### config.mk
export PLATFORM = sky130hd
export DESIGN_NAME = phase3_position_update
export DESIGN_NICKNAME = d
export VERILOG_FILES = /design/src/rtl/md_pkg.sv /design/src/rtl/position_integrator.sv /design/src/rtl/phase3_position_update.sv
export SDC_FILE = /design/constraint.sdc
export NUM_CORES = 1
export LEC_CHECK = 0
export BUFFER_PORTS_ARGS = -buffer_cell sky130_fd_sc_hd__buf_4
export CORE_MARGIN = 2
export CORE_UTILIZATION = 48
export CTS_CLUSTER_SIZE = 28
export DETAILED_ROUTE_END_ITERATION = 16
export PLACE_DENSITY = 0.78
export SLEW_MARGIN = 5
export SYNTH_ARGS = -nofsm -noshare
export SYNTH_HDL_FRONTEND = slang
export SYNTH_SLANG_ARGS = --single-unit
### constraint.sdc
create_clock -name clk -period 2.1 [get_ports clk]
set_input_delay 0.21 -clock clk [delete_from_list [all_inputs] [get_ports clk]]
set_output_delay 0.21 -clock clk [all_outputs]
set_load 0.01 [all_outputs]
### src/rtl/md_pkg.sv
// Shared MD timestep definitions: fixed-point widths, per-particle vector
// types and the phase-3 sweep state encoding.
package md_pkg;

  localparam int POS_W    = 32;
  localparam int VEL_W    = 32;
  localparam int DT_SHIFT = 8;

  typedef struct packed {
    logic [POS_W-1:0] z;
    logic [POS_W-1:0] y;
    logic [POS_W-1:0] x;
  } vec3_pos_t;

  typedef struct packed {
    logic signed [VEL_W-1:0] z;
    logic signed [VEL_W-1:0] y;
    logic signed [VEL_W-1:0] x;
  } vec3_vel_t;

  typedef enum logic [2:0] {
    ST_IDLE,
    ST_SWEEP,
    ST_DRAIN,
    ST_DONE,
    ST_WAIT_LOW
  } p3_state_e;

endpackage

### src/rtl/position_integrator.sv
// One registered compute stage: pos + (vel >>> DT_SHIFT) per axis, with the
// periodic boundary given by plain modulo-2^POS_W wrap.
module position_integrator #(
  parameter int POS_W    = md_pkg::POS_W,
  parameter int VEL_W    = md_pkg::VEL_W,
  parameter int DT_SHIFT = md_pkg::DT_SHIFT
) (
  input  logic               clk,
  input  logic               reset_n,
  input  logic               en_i,
  input  logic               occupied_i,
  input  logic [3*POS_W-1:0] pos_i,
  input  logic [3*VEL_W-1:0] vel_i,
  output logic [3*POS_W-1:0] pos_o,
  output logic               occupied_o
);

  logic [3*POS_W-1:0] pos_d;
  logic [3*POS_W-1:0] pos_q;
  logic               occupied_q;

  for (genvar a = 0; a < 3; a++) begin : g_axis
    logic signed [VEL_W-1:0] vel_s;
    logic signed [VEL_W-1:0] step_s;
    logic        [POS_W-1:0] delta;

    assign vel_s  = vel_i[a*VEL_W +: VEL_W];
    assign step_s = vel_s >>> DT_SHIFT;
    // Signed cast sign-extends (or truncates) the step to position width.
    assign delta  = POS_W'(step_s);
    assign pos_d[a*POS_W +: POS_W] = occupied_i ? pos_i[a*POS_W +: POS_W] + delta
                                                : pos_i[a*POS_W +: POS_W];
  end

  always_ff @(posedge clk or negedge reset_n) begin
    if (!reset_n) begin
      pos_q      <= '0;
      occupied_q <= 1'b0;
    end else if (en_i) begin
      pos_q      <= pos_d;
      occupied_q <= occupied_i;
    end
  end

  assign pos_o      = pos_q;
  assign occupied_o = occupied_q;

endmodule

### src/rtl/phase3_position_update.sv
// Phase-3 sweep engine: streams every slot of the current bank through the
// integrator into the opposite bank, then pulses phase3_done once.
module phase3_position_update #(
  parameter int N_CELLS        = 64,
  parameter int SLOTS_PER_CELL = 16,
  parameter int ADDR_W         = $clog2(N_CELLS*SLOTS_PER_CELL),
  parameter int POS_W          = md_pkg::POS_W,
  parameter int VEL_W          = md_pkg::VEL_W,
  parameter int DT_SHIFT       = md_pkg::DT_SHIFT
) (
  input  logic               clk,
  input  logic               reset_n,
  input  logic               phase3_ready,
  input  logic               double_buffer,
  output logic               phase3_done,
  output logic               busy,
  output logic               rd_en,
  output logic [ADDR_W-1:0]  rd_addr,
  output logic               rd_bank,
  input  logic [3*POS_W-1:0] rd_pos,
  input  logic [3*VEL_W-1:0] rd_vel,
  input  logic               rd_occupied,
  output logic               wr_en,
  output logic [ADDR_W-1:0]  wr_addr,
  output logic               wr_bank,
  output logic [3*POS_W-1:0] wr_pos,
  output logic               wr_occupied
);

  import md_pkg::*;

  localparam int                N         = N_CELLS * SLOTS_PER_CELL;
  localparam logic [ADDR_W-1:0] LAST_ADDR = ADDR_W'(N - 1);

  p3_state_e         state_q;
  logic              rd_en_q;
  logic [ADDR_W-1:0] rd_addr_q;
  logic              rd_bank_q;
  logic              wr_bank_q;
  logic              s1_valid_q;
  logic [ADDR_W-1:0] s1_addr_q;
  logic              wr_en_q;
  logic [ADDR_W-1:0] wr_addr_q;
  logic              done_q;
  logic              busy_q;

  position_integrator #(
    .POS_W    (POS_W),
    .VEL_W    (VEL_W),
    .DT_SHIFT (DT_SHIFT)
  ) u_integrator (
    .clk        (clk),
    .reset_n    (reset_n),
    .en_i       (s1_valid_q),
    .occupied_i (rd_occupied),
    .pos_i      (rd_pos),
    .vel_i      (rd_vel),
    .pos_o      (wr_pos),
    .occupied_o (wr_occupied)
  );

  always_ff @(posedge clk or negedge reset_n) begin
    if (!reset_n) begin
      state_q    <= ST_IDLE;
      rd_en_q    <= 1'b0;
      rd_addr_q  <= '0;
      rd_bank_q  <= 1'b0;
      wr_bank_q  <= 1'b1;
      s1_valid_q <= 1'b0;
      s1_addr_q  <= '0;
      wr_en_q    <= 1'b0;
      wr_addr_q  <= '0;
      done_q     <= 1'b0;
      busy_q     <= 1'b0;
    end else begin
      // NOTE: defaults first; a later non-blocking assignment in the case
      // below overrides them, which is how an abort squashes the pipeline.
      s1_valid_q <= rd_en_q;
      s1_addr_q  <= rd_addr_q;
      wr_en_q    <= s1_valid_q;
      wr_addr_q  <= s1_addr_q;
      done_q     <= 1'b0;

      case (state_q)
        ST_IDLE: begin
          if (phase3_ready) begin
            state_q   <= ST_SWEEP;
            rd_en_q   <= 1'b1;
            rd_addr_q <= '0;
            rd_bank_q <= double_buffer;
            wr_bank_q <= ~double_buffer;
            busy_q    <= 1'b1;
          end
        end

        ST_SWEEP, ST_DRAIN: begin
          if (!phase3_ready) begin
            state_q    <= ST_IDLE;
            busy_q     <= 1'b0;
            rd_en_q    <= 1'b0;
            s1_valid_q <= 1'b0;
            wr_en_q    <= 1'b0;
          end else if (state_q == ST_SWEEP) begin
            if (rd_addr_q == LAST_ADDR) begin
              rd_en_q <= 1'b0;
              state_q <= ST_DRAIN;
            end else begin
              rd_addr_q <= rd_addr_q + 1'b1;
            end
          end else if (!s1_valid_q) begin
            // Only the final write remains in flight; it retires this cycle.
            state_q <= ST_DONE;
            done_q  <= 1'b1;
          end
        end

        ST_DONE: begin
          state_q <= ST_WAIT_LOW;
        end

        ST_WAIT_LOW: begin
          if (!phase3_ready) begin
            state_q <= ST_IDLE;
            busy_q  <= 1'b0;
          end
        end

        default: begin
          state_q <= ST_IDLE;
          busy_q  <= 1'b0;
          rd_en_q <= 1'b0;
        end
      endcase
    end
  end

  assign phase3_done = done_q;
  assign busy        = busy_q;
  assign rd_en       = rd_en_q;
  assign rd_addr     = rd_addr_q;
  assign rd_bank     = rd_bank_q;
  assign wr_en       = wr_en_q;
  assign wr_addr     = wr_addr_q;
  assign wr_bank     = wr_bank_q;

endmodule

==> metrics.txt, run 1 <==
maximum vdd drop 512 uV; Die Y roughly 150 um; Slew Limit Headroom about three fifths; via/cell ratio about 5.5; Synth Net Count 1510; first drt pass iteration count 7; global-route wire length before repair approximately 54000 um; Gate Count Post-Synth between 1000 and 1500; final setup vio count 17; global placement routability congestion 0.897; Die Area between 20000 and 25000 um2; worst min path class input pin to register; Initial DRC Count about 460; Async SR Flop Fraction 100%; failing checks negative setup slack; CP peak stage delay ~0.35 ns; initial core utilization 48.6%; CTS Root Cell clkbuf_16; CTS tree yes; pins over their slew limit 0; R2R Path Start rd_addr[0]; Area growth, synth to finish 54.6%; R2R Path End rd_addr[9]; top post-synthesis cells by area dfrtp_1, ha_1, a21oi_1, mux2i_1, nor2_1; R2R cell count 10; via count roughly 11000; crit share post-route 112%; most frequent cell after synthesis a21oi_1; CP max stage cell a31oi_2; CP Data Arrival Time approximately 2.7 ns; Top Ports 320; Worst Path Required about 2.4 ns; initial antenna violation count 0; Nets between 2000 and 2500; Worst-path clk slew about 0.080 ns; synthesized cell area 10600 um2; worst skew pair latency between 0.4 and 0.5 ns; largest net degree at the start of global routing 59; FMAX about 0.43 GHz; CP Capture Type register; post-synth top area cell dfrtp_1; ANT cells 0; Placeable Area between 20000 and 25000 um2; worst-path cell chain buf_8, ha_4, fa_2, a21o_1, a21oi_2, o211ai_1, a31oi_2, o21ai_2, a31oi_4, nor2_2, a221oi_2, mux2i_1, a311o_1; Tightest Pin Transition between 0.6 and 0.7 ns; placed cell count 1961; Seq cells post-synth 137; die width ~150 um; Synth cell types 69; worst min-delay path endpoint u_integrator.pos_o[30]; Synth top area share roughly 32%; Fin Setup TNS -1.88 ns; critical-path maximum fanout 3; sequential fraction of the synthesis area around a third; RSZ-0062 raised after global routing true; Synth Flop Type dfrtp_1; syn avg cell area approximately 8.7 um2; Static Leak 0.00798 uW; PnR worst setup slack -0.253 ns; # DRC 0; GRT Util Overall between 20 and 30%; hold path start rd_pos[30]; Cell Rows 54; clk sinks between 100 and 150; final hold vios 0; hpwl dp 25700 um; startpoint types input pin; Total Routed Length 34000 um; Seq. cell area roughly 3400 um2; total gr overflow 0; multi-input combinational cell area around 7600 um2; cts bufs inserted 17; number of synthesized flops with an enable pin 0; yosys warns 0; WHS approximately 0.035 ns; layout cell share with drive strength beyond 1 41.0%; top cells by count, synth a21oi_1, nor2_1, dfrtp_1, ha_1, mux2i_1; count of non-filler cells in the finished layout around 2000; crit path time final around 2.4 ns; Placed Area 15200 um2; Routed WL per cell 16.9 um; Hold Crit Depth 3; vias in the first global route ~11000; Max-Cap Viols 0; clk buf depth 2; H-Tree Depth 4; final instance area around 16000 um2; crit-path leading delay family compound AO/OA/AOI/OAI gates; flop2flop setup slack 0.10 ns; I/O Buffers between 200 and 300; Worst Setup Path Type input pin to register; clk_skew about 0.014 ns; WP buf/inv 1; post-route ant nets 0; status finished, violations left; fillers 1586; power density cells 689 nW/um2
## cells by family (layout without fill, tap and decap cells)
logic type | after synthesis | in the layout | synth area share (%)
DFF | 137 | 137 | 32.4
buffers and inverters | 81 | 601 | 3.12
and+or+nand+nor | 360 | 360 | 15.6
xor gates and xnor gates | 80 | 80 | 6.62
AOI/OAI and AO/OA | 380 | 380 | 22.7
adders and majority gates | 99 | 99 | 11.9
muxes | 79 | 79 | 7.68
## worst max path at each step
stage,start,end,slack [ns],cells past startpoint
6_report,rd_pos[32],u_integrator.pos_o[62],-0.25,13
5_1_grt,rd_pos[32],u_integrator.pos_o[60],-0.34,14
4_1_cts,rd_pos[64],u_integrator.pos_o[92],-0.15,14
3_5_place_dp,rd_pos[32],u_integrator.pos_o[62],-0.73,13
3_3_place_gp,rd_pos[32],u_integrator.pos_o[60],-0.66,14
2_1_floorplan,rd_pos[32],u_integrator.pos_o[62],-0.40,12
## cells in the final DEF, fill, tap and decap left out, types with 7 or more instances in the layout
master and count:
nand4_1 13, xnor2_1 58, nand2_1 57, nand2b_1 8
nand3_1 26, a21oi_2 21, a21o_1 61, a21oi_1 144
buf_6 10, o21ai_2 10, ha_4 26, clkbuf_16 17
clkinv_8 8, ha_1 67, o21a_1 9, mux2_4 7
and3_1 13, mux2_2 10, buf_4 517, o21ai_0 32
mux2i_1 62, inv_1 29, nor2b_1 20, and2_1 10
nor2_1 159, o21bai_1 13, o21ai_1 13, dfrtp_1 135
xor2_1 18, a31oi_1 13, nor3_1 13
## flip-flops by register name, summed over array words and instances (netlist names)
register,flops
wr_addr,10
phase3_done,1
rd_bank,1
state_q,3
rd_addr,10
wr_en,1
s1_valid_q,1
busy,1
u_integrator.occupied_o,1
u_integrator.pos_o,96
rd_en,1
wr_bank,1
s1_addr_q,10
## routing by layer
layer  up-vias  wire (um)  global-route usage, %
met2       341      17100                   50.2
met1      5249      13900                   33.9
li1       5421          -                      -
met4         0       1070                   9.88
met3        71       1940                   6.20
met5         -          0                      0
## through the flow
| stage | utilization, % | setup slack [ns] | total power, uW |
|---|---|---|---|
| after detailed placement | 69.7 | -0.728 | 7910 |
| final | 75.2 | -0.253 | 11300 |
| after global routing | 75.2 | -0.342 | 11900 |
| after CTS | 73.4 | -0.149 | 11200 |
| after floorplan | - | -0.404 | 5740 |
| after global placement | 69.7 | -0.660 | 7790 |
## layout make-up
type | count | share of cell area [%]
Multi-Input combinational cell | 998 | 46.7
Clock buffer | 17 | 2.60
Timing Repair Buffer | 539 | 25.6
Tap cell | 280 | 2.14
Sequential cell | 137 | 21.0
Inverter | 30 | 0.688
Clock inverter | 15 | 1.23
## where the power goes
part / internal (uW) / switching [uW] / leakage [uW]
Clock: 1630 / 1510 / 0.000302
Sequential: 3110 / 296 / 0.00163
Combinational: 2490 / 2240 / 0.00605
## tightest hold or removal path: stages
cell	delay (ns)
buf_4	0.09
a31oi_1	0.07
o21ai_1	0.06
## timing repair
action / 4_1_cts / 5_1_grt
endpoints found under the setup margin: 24 / 49
pin swaps: 41 / 57
endpoints found under the hold margin: 50 / 0
buffers inserted: 11 / 12
hold buffers: 2 / 0
gates resized for setup: 24 / 64
gates cloned: 0 / 0
Note: power is estimated with default switching activity, not from simulation.
==> run 2, diff against run 1 <==
CORE_MARGIN = 3   (was 2)
PLACE_DENSITY = 0.79   (was 0.78)
SETUP_SLACK_MARGIN = 0.05   (was unset)
==> run 2 against run 1 <==
  * The run still ends with negative setup slack left
  * First-iteration DRC count is 32% higher
  * Clock skew is 0.0032 ns lower
  * Sequential power hardly changed
  * Power is 1.9% higher
  * Register-to-register slack better by 0.03 ns
  * Cell area is 2.9% higher
  * Critical path depth is 1 higher
  * Wire length is 7.1% higher
  * Setup slack better by 0.029 ns
  * Clock power is 2% lower
  * Via count is 3.6% higher
  * Largest cell class unchanged
  * Largest power group unchanged
==> metrics.txt, run 2 (same netlist as run 1, synthesis figures left out) <==
Area growth, synth to finish 59.2%; cts bufs inserted 17 (unchanged); ANT cells 0 (unchanged); clk_skew 0.0112 ns (-0.00318 ns); total gr overflow 0 (unchanged); hpwl dp 26500 um (+3.0%); pins over their slew limit 0 (unchanged); initial antenna violation count 1 (+1); Seq. cell area 3430 um2 (unchanged); H-Tree Depth 4 (unchanged); CP Capture Type register; Placed Area 15300 um2 (+0.65%); GRT Util Overall 28.3% (about the same); Slew Limit Headroom 34.1% (-24 points); Cell Rows 53 (-1.9%); Worst Path Required 2.40 ns (-0.02 ns); Placeable Area 21400 um2 (-1.9%); max reg flops 96 (unchanged); crit path to u_integrator.pos_o[94]; commonest non-fill, non-tap cell in the layout buf_4; critical-path maximum fanout 3 (unchanged); maximum vdd drop 523 uV (+2.1%); stages on the worst setup path 14 (+1); R2R cell count 8 (-2); RSZ-0062 raised after global routing true; via count 11485 (+3.6%); Tightest Pin Transition 0.986 ns (+0.359 ns); global placement routability congestion 0.902 (+0.60%); multi-input combinational cell area 8010 um2 (+4.8%); final setup vio count 20 (+3); Initial DRC Count 609 (+32%); first drt pass iteration count 5 (-2); FMAX 0.430 GHz (+1.3%); die width 154 um (+1.3%); Worst-path clk slew 0.08 ns (about the same); WP buf/inv 2 (+1); Max-Cap Viols 0 (unchanged); largest net degree at the start of global routing 72 (+22%); Static Leak 0.00815 uW (+2.0%); crit path time final 2.32 ns (-0.0293 ns); worst-path cell chain buf_8, ha_4, fa_2, a21oi_2, o211ai_1, a41o_1, a22oi_2, a31oi_2, buf_4, nand3_2, a31oi_1, xnor2_1, a21oi_1, mux2_4; # DRC 0 (unchanged); CP max stage cell fa_2; final hold vios 0 (unchanged); layout cell share with drive strength beyond 1 43.5% (+2.5 points); clk buf depth 2 (unchanged); Top Ports 320 (unchanged); global-route wire length before repair 55900 um (+2.8%); PnR worst setup slack -0.224 ns (+0.0293 ns); CTS tree yes; status finished, violations left; final instance area 16800 um2 (+2.9%); Die Area 23900 um2 (+2.6%); worst skew pair latency 0.42 ns (about the same); Die Y 154 um (+1.3%); flop2flop setup slack 0.13 ns (+0.03 ns); crit share post-route 111% (-1.4 points); I/O Buffers 295 (unchanged); Fin Setup TNS -2.08 ns (-0.194 ns); post-route core utilization 78.8% (+3.7 points); CTS Root Cell clkbuf_16; worst min path class input pin to register; total power 11500 uW (+1.9%); startpoint types input pin; initial core utilization 49.5% (+0.92 points); post-route ant nets 0 (unchanged); Routed WL per cell 18.0 um (+6.6%); failing checks negative setup slack; CP peak stage delay 0.37 ns (+0.02 ns); power density cells 682 nW/um2 (-1.0%); Worst Setup Path Type input pin to register; crit-path leading delay family compound AO/OA/AOI/OAI gates; clk sinks 137 (unchanged); R2R Path Start rd_addr[1]; commonest non-fill, non-tap cells in the layout buf_4, nor2_1, a21oi_1; fillers 1365 (-14%); R2R Path End rd_bank; Nets 2031 (+0.69%); CP Data Arrival Time 2.62 ns (-0.05 ns); vias in the first global route 11630 (+2.7%); Total Routed Length 36400 um (+7.1%); Critical path origin rd_pos[64]; via/cell ratio 5.67 (+3.2%)
==> run 2: changes by cell type in the layout (fill, tap and decap cells not counted), moves of 4 or more <==
cell	before	now
xnor2_2	3	8
ha_4	26	32
ha_1	67	58
o21ai_1	13	9
o21ai_4	0	5
a21oi_1	144	139
buf_6	10	22
xnor2_1	58	52
==> run 2: worst min-delay path: cells and delay by family <==
| kind | cells | cell delay [ns] |
|---|---|---|
| buffers and inverters | 1 | 0.09 |
| AO/OA/AOI/OAI | 2 | 0.14 |
==> run 2: what timing repair did <==
| action | in CTS | in global routing |
|---|---|---|
| hold buffers | 2 | 0 |
| setup buffers | 15 | 14 |
| gates resized for setup | 52 | 96 |
| hold endpoints to repair | 35 | 0 |
| pin swaps | 45 | 66 |
| endpoints found under the setup margin | 43 | 51 |
==> run 2: worst min-delay path by stage <==
stage | startpoint | to | slack [ns] | cells after the start
6_report | rd_pos[59] | u_integrator.pos_o[59] | 0.04 | 3
5_1_grt | phase3_ready | busy | 0.05 | 2
4_1_cts | rd_pos[59] | u_integrator.pos_o[59] | 0.03 | 3
3_5_place_dp | reset_n | u_integrator.pos_o[7] | 0.17 | 1
3_3_place_gp | reset_n | u_integrator.pos_o[9] | 0.16 | 1
2_1_floorplan | reset_n | busy | -0.09 | 0
==> run 2: report_power, final <==
group	internal [uW]	switching, uW
sequential	3110	301
clock	1610	1480
combinational	2610	2380
==> run 2: layout make-up <==
| class | instances | share of cell area (%) |
|---|---|---|
| Clock inverter | 15 | 1.06 |
| Clock buffer | 17 | 2.53 |
| Timing Repair Buffer | 553 | 25.8 |
| Sequential cell | 137 | 20.4 |
| Tap cell | 275 | 2.04 |
| Multi-Input combinational cell | 998 | 47.6 |
| Inverter | 30 | 0.669 |
==> run 2: metrics by stage <==
step                      worst slack [ns]  hold WS, ns  instances
final                               -0.224       0.0443       2025
after CTS                           -0.178       0.0306       2013
after floorplan                     -0.404      -0.0856       1216
after detailed placement            -0.660        0.169       1964
after global routing                -0.328       0.0483       2025
after global placement              -0.649        0.163       1964
==> run 2: routing by layer <==
metal | GRT usage [%] | routed length [um]
met5 | 0 | 13
met3 | 7.02 | 2760
met4 | 10.8 | 1290
met1 | 33.9 | 14200
met2 | 49.1 | 18100
==> run 3, diff against run 2 <==
CAP_MARGIN = 30   (was unset)
CORE_UTILIZATION = 45   (was 48)
GPL_ROUTABILITY_DRIVEN = 0   (was unset)
PLACE_DENSITY = 0.75   (was 0.79)
==> run 3 against run 2 <==
  * The flow still finishes with violations (negative setup slack)
  * Worst hold slack got worse by 0.0059 ns
  * Power decreased by 1.8%
  * Clock power hardly changed
  * Final cell count grew 0.79%
  * Sequential share of layout area grew 0.26 points
  * Largest cell class unchanged
==> metrics.txt, run 3 (same netlist as run 1, synthesis figures left out) <==
status finished, violations left; failing checks negative setup slack; global-route wire length before repair 55300 um (-0.96%); worst skew pair latency 0.42 ns (about the same); initial core utilization 46.3% (-3.2 points); cts bufs inserted 17 (unchanged); Static Leak 0.00798 uW (-2.1%); post-route core utilization 72.7% (-6.1 points); die width 159 um (+3.2%); final setup vio count 16 (-20%); Placeable Area 22800 um2 (+7.0%); Nets 2008 (-1.1%); CP peak stage delay 0.37 ns (about the same); RSZ-0062 raised after global routing true; crit path time final 2.28 ns (-0.0451 ns); Hold Crit Depth 3 (unchanged); Worst Path Required 2.41 ns (about the same); Worst Setup Path Type input pin to register; initial antenna violation count 2 (+1); Routed WL per cell 16.8 um (-6.7%); crit-path leading delay family compound AO/OA/AOI/OAI gates; Tightest Pin Transition 0.764 ns (-0.221 ns); layout cell share with drive strength beyond 1 42.2% (-1.3 points); Cell Rows 55 (+3.8%); hpwl dp 25700 um (-2.9%); clk buf depth 2 (unchanged); GRT Util Overall 26.1% (-2.2 points); crit share post-route 108% (-2.1 points); CTS tree yes; critical-path maximum fanout 3 (unchanged); Die Y 159 um (+3.2%); Placed Area 15200 um2 (-0.34%); PnR worst setup slack -0.178 ns (+0.0451 ns); fillers 1730 (+27%); R2R cell count 10 (+2); commonest non-fill, non-tap cells in the layout buf_4, nor2_1, a21oi_1; commonest non-fill, non-tap cell in the layout buf_4; FMAX 0.439 GHz (+2.0%); largest net degree at the start of global routing 74 (+2.8%); Total Routed Length 34200 um (-6.0%); H-Tree Depth 4 (unchanged); CTS Root Cell clkbuf_16; Top Ports 320 (unchanged); Die Area 25400 um2 (+6.4%); Worst-path clk slew 0.07 ns (about the same); CP Capture Type register; WHS 0.0384 ns (-0.00589 ns); via count 10982 (-4.4%); Fin Setup TNS -1.40 ns (+0.683 ns); vias in the first global route 11346 (-2.4%); Max-Cap Viols 0 (unchanged); WP buf/inv 1 (-1); worst min path class input pin to register; power density cells 679 nW/um2 (-0.51%); Area growth, synth to finish 57.1%; via/cell ratio 5.38 (-5.1%); total gr overflow 0 (unchanged); clk_skew 0.00971 ns (-0.00145 ns); CP max stage cell fa_2; first drt pass iteration count 5 (unchanged); clk sinks 137 (unchanged); CP Data Arrival Time 2.59 ns (-0.03 ns); maximum vdd drop 506 uV (-3.2%); count of non-filler cells in the finished layout 2041 (+0.79%); Initial DRC Count 571 (-6.2%); # DRC 0 (unchanged); post-route ant nets 0 (unchanged); stages on the worst setup path 13 (-1); startpoint types input pin; I/O Buffers 295 (unchanged); pins over their slew limit 0 (unchanged); Slew Limit Headroom 48.9% (+15 points); final instance area 16600 um2 (-1.3%); max reg flops 96 (unchanged); worst-path cell chain buf_8, ha_4, fa_2, a21oi_2, o211ai_1, a41o_1, a22oi_2, a31oi_4, o41ai_4, o21ai_1, xor2_1, mux2i_1, a21oi_1; final hold vios 0 (unchanged); placed cell count 1987 (+1.2%)
run 3: cell count changes in the layout (fill, tap and decap cells not counted), sizes merged:
| cell | change |
|---|---|
| buf | -23 |
| inv | +1 |
| diode | +1 |
| clkinv | -2 |
| clkinvlp | +1 |
run 3: worst paths after layout:
path	from	to	slack, ns
worst max-delay path	rd_pos[64]	u_integrator.pos_o[92]	-0.18
worst min-delay path	rd_pos[59]	u_integrator.pos_o[59]	0.04
max in group asynchronous	reset_n	u_integrator.pos_o[14]	1.15
worst min register to register	s1_addr_q[8]	wr_addr[8]	0.35
worst max register to register	rd_addr[0]	rd_addr[9]	0.08
min in group asynchronous	reset_n	rd_addr[0]	0.29
run 3: cell type report:
class                      count  area [um2]  area share (%)
antenna                        1        2.50          0.0151
multi-input combinational    998        7910            47.6
timing repair buffer         530        4170            25.1
inverter                      30         113           0.678
clock buffer                  17         425            2.56
tap                          313         392            2.36
sequential                   137        3430            20.7
clock inverter                15         174            1.05
run 3: repair_timing:
| item | 4_1_cts | 5_1_grt |
|---|---|---|
| pin swaps | 32 | 59 |
| hold buffers | 2 | 0 |
| setup endpoints to repair | 37 | 47 |
| gates resized for setup | 54 | 74 |
| buffers inserted | 9 | 15 |
| hold endpoints to repair | 47 | 0 |
run 3: per-layer routing:
layer | part of all wire, % | global-route usage (%) | wire (um) | vias to the layer above
met4 | 2.1 | 7.00 | 733 | 2
met3 | 6.1 | 6.53 | 2100 | 51
met2 | 50 | 45.5 | 17000 | 304
li1 | - | - | - | 5404
met1 | 42 | 32.3 | 14300 | 5221
met5 | 0.020 | 0 | 7 | -
run 3: power breakdown:
part           internal (uW)  switching, uW  leakage (uW)
clock                   1610           1480      0.000287
combinational           2530           2250       0.00606
sequential              3110            301       0.00163
run 3: stage by stage:
step                total power (uW)  setup slack, ns
floorplan                       5750           -0.404
finish                         11300           -0.178
CTS                            11200           -0.180
global route                   11900           -0.389
detailed placement              7920           -0.711
global placement                7800           -0.631
run 3: worst register-to-register path, stage by stage (launching register included):
cell     delay, ns
dfrtp_1       0.39
ha_2          0.20
and3_4        0.17
nand3_4       0.10
nor2_4        0.05
a211o_4       0.34
buf_12        0.14
nor3_4        0.16
nand3_1       0.12
xor2_1        0.16
nor2_1        0.11
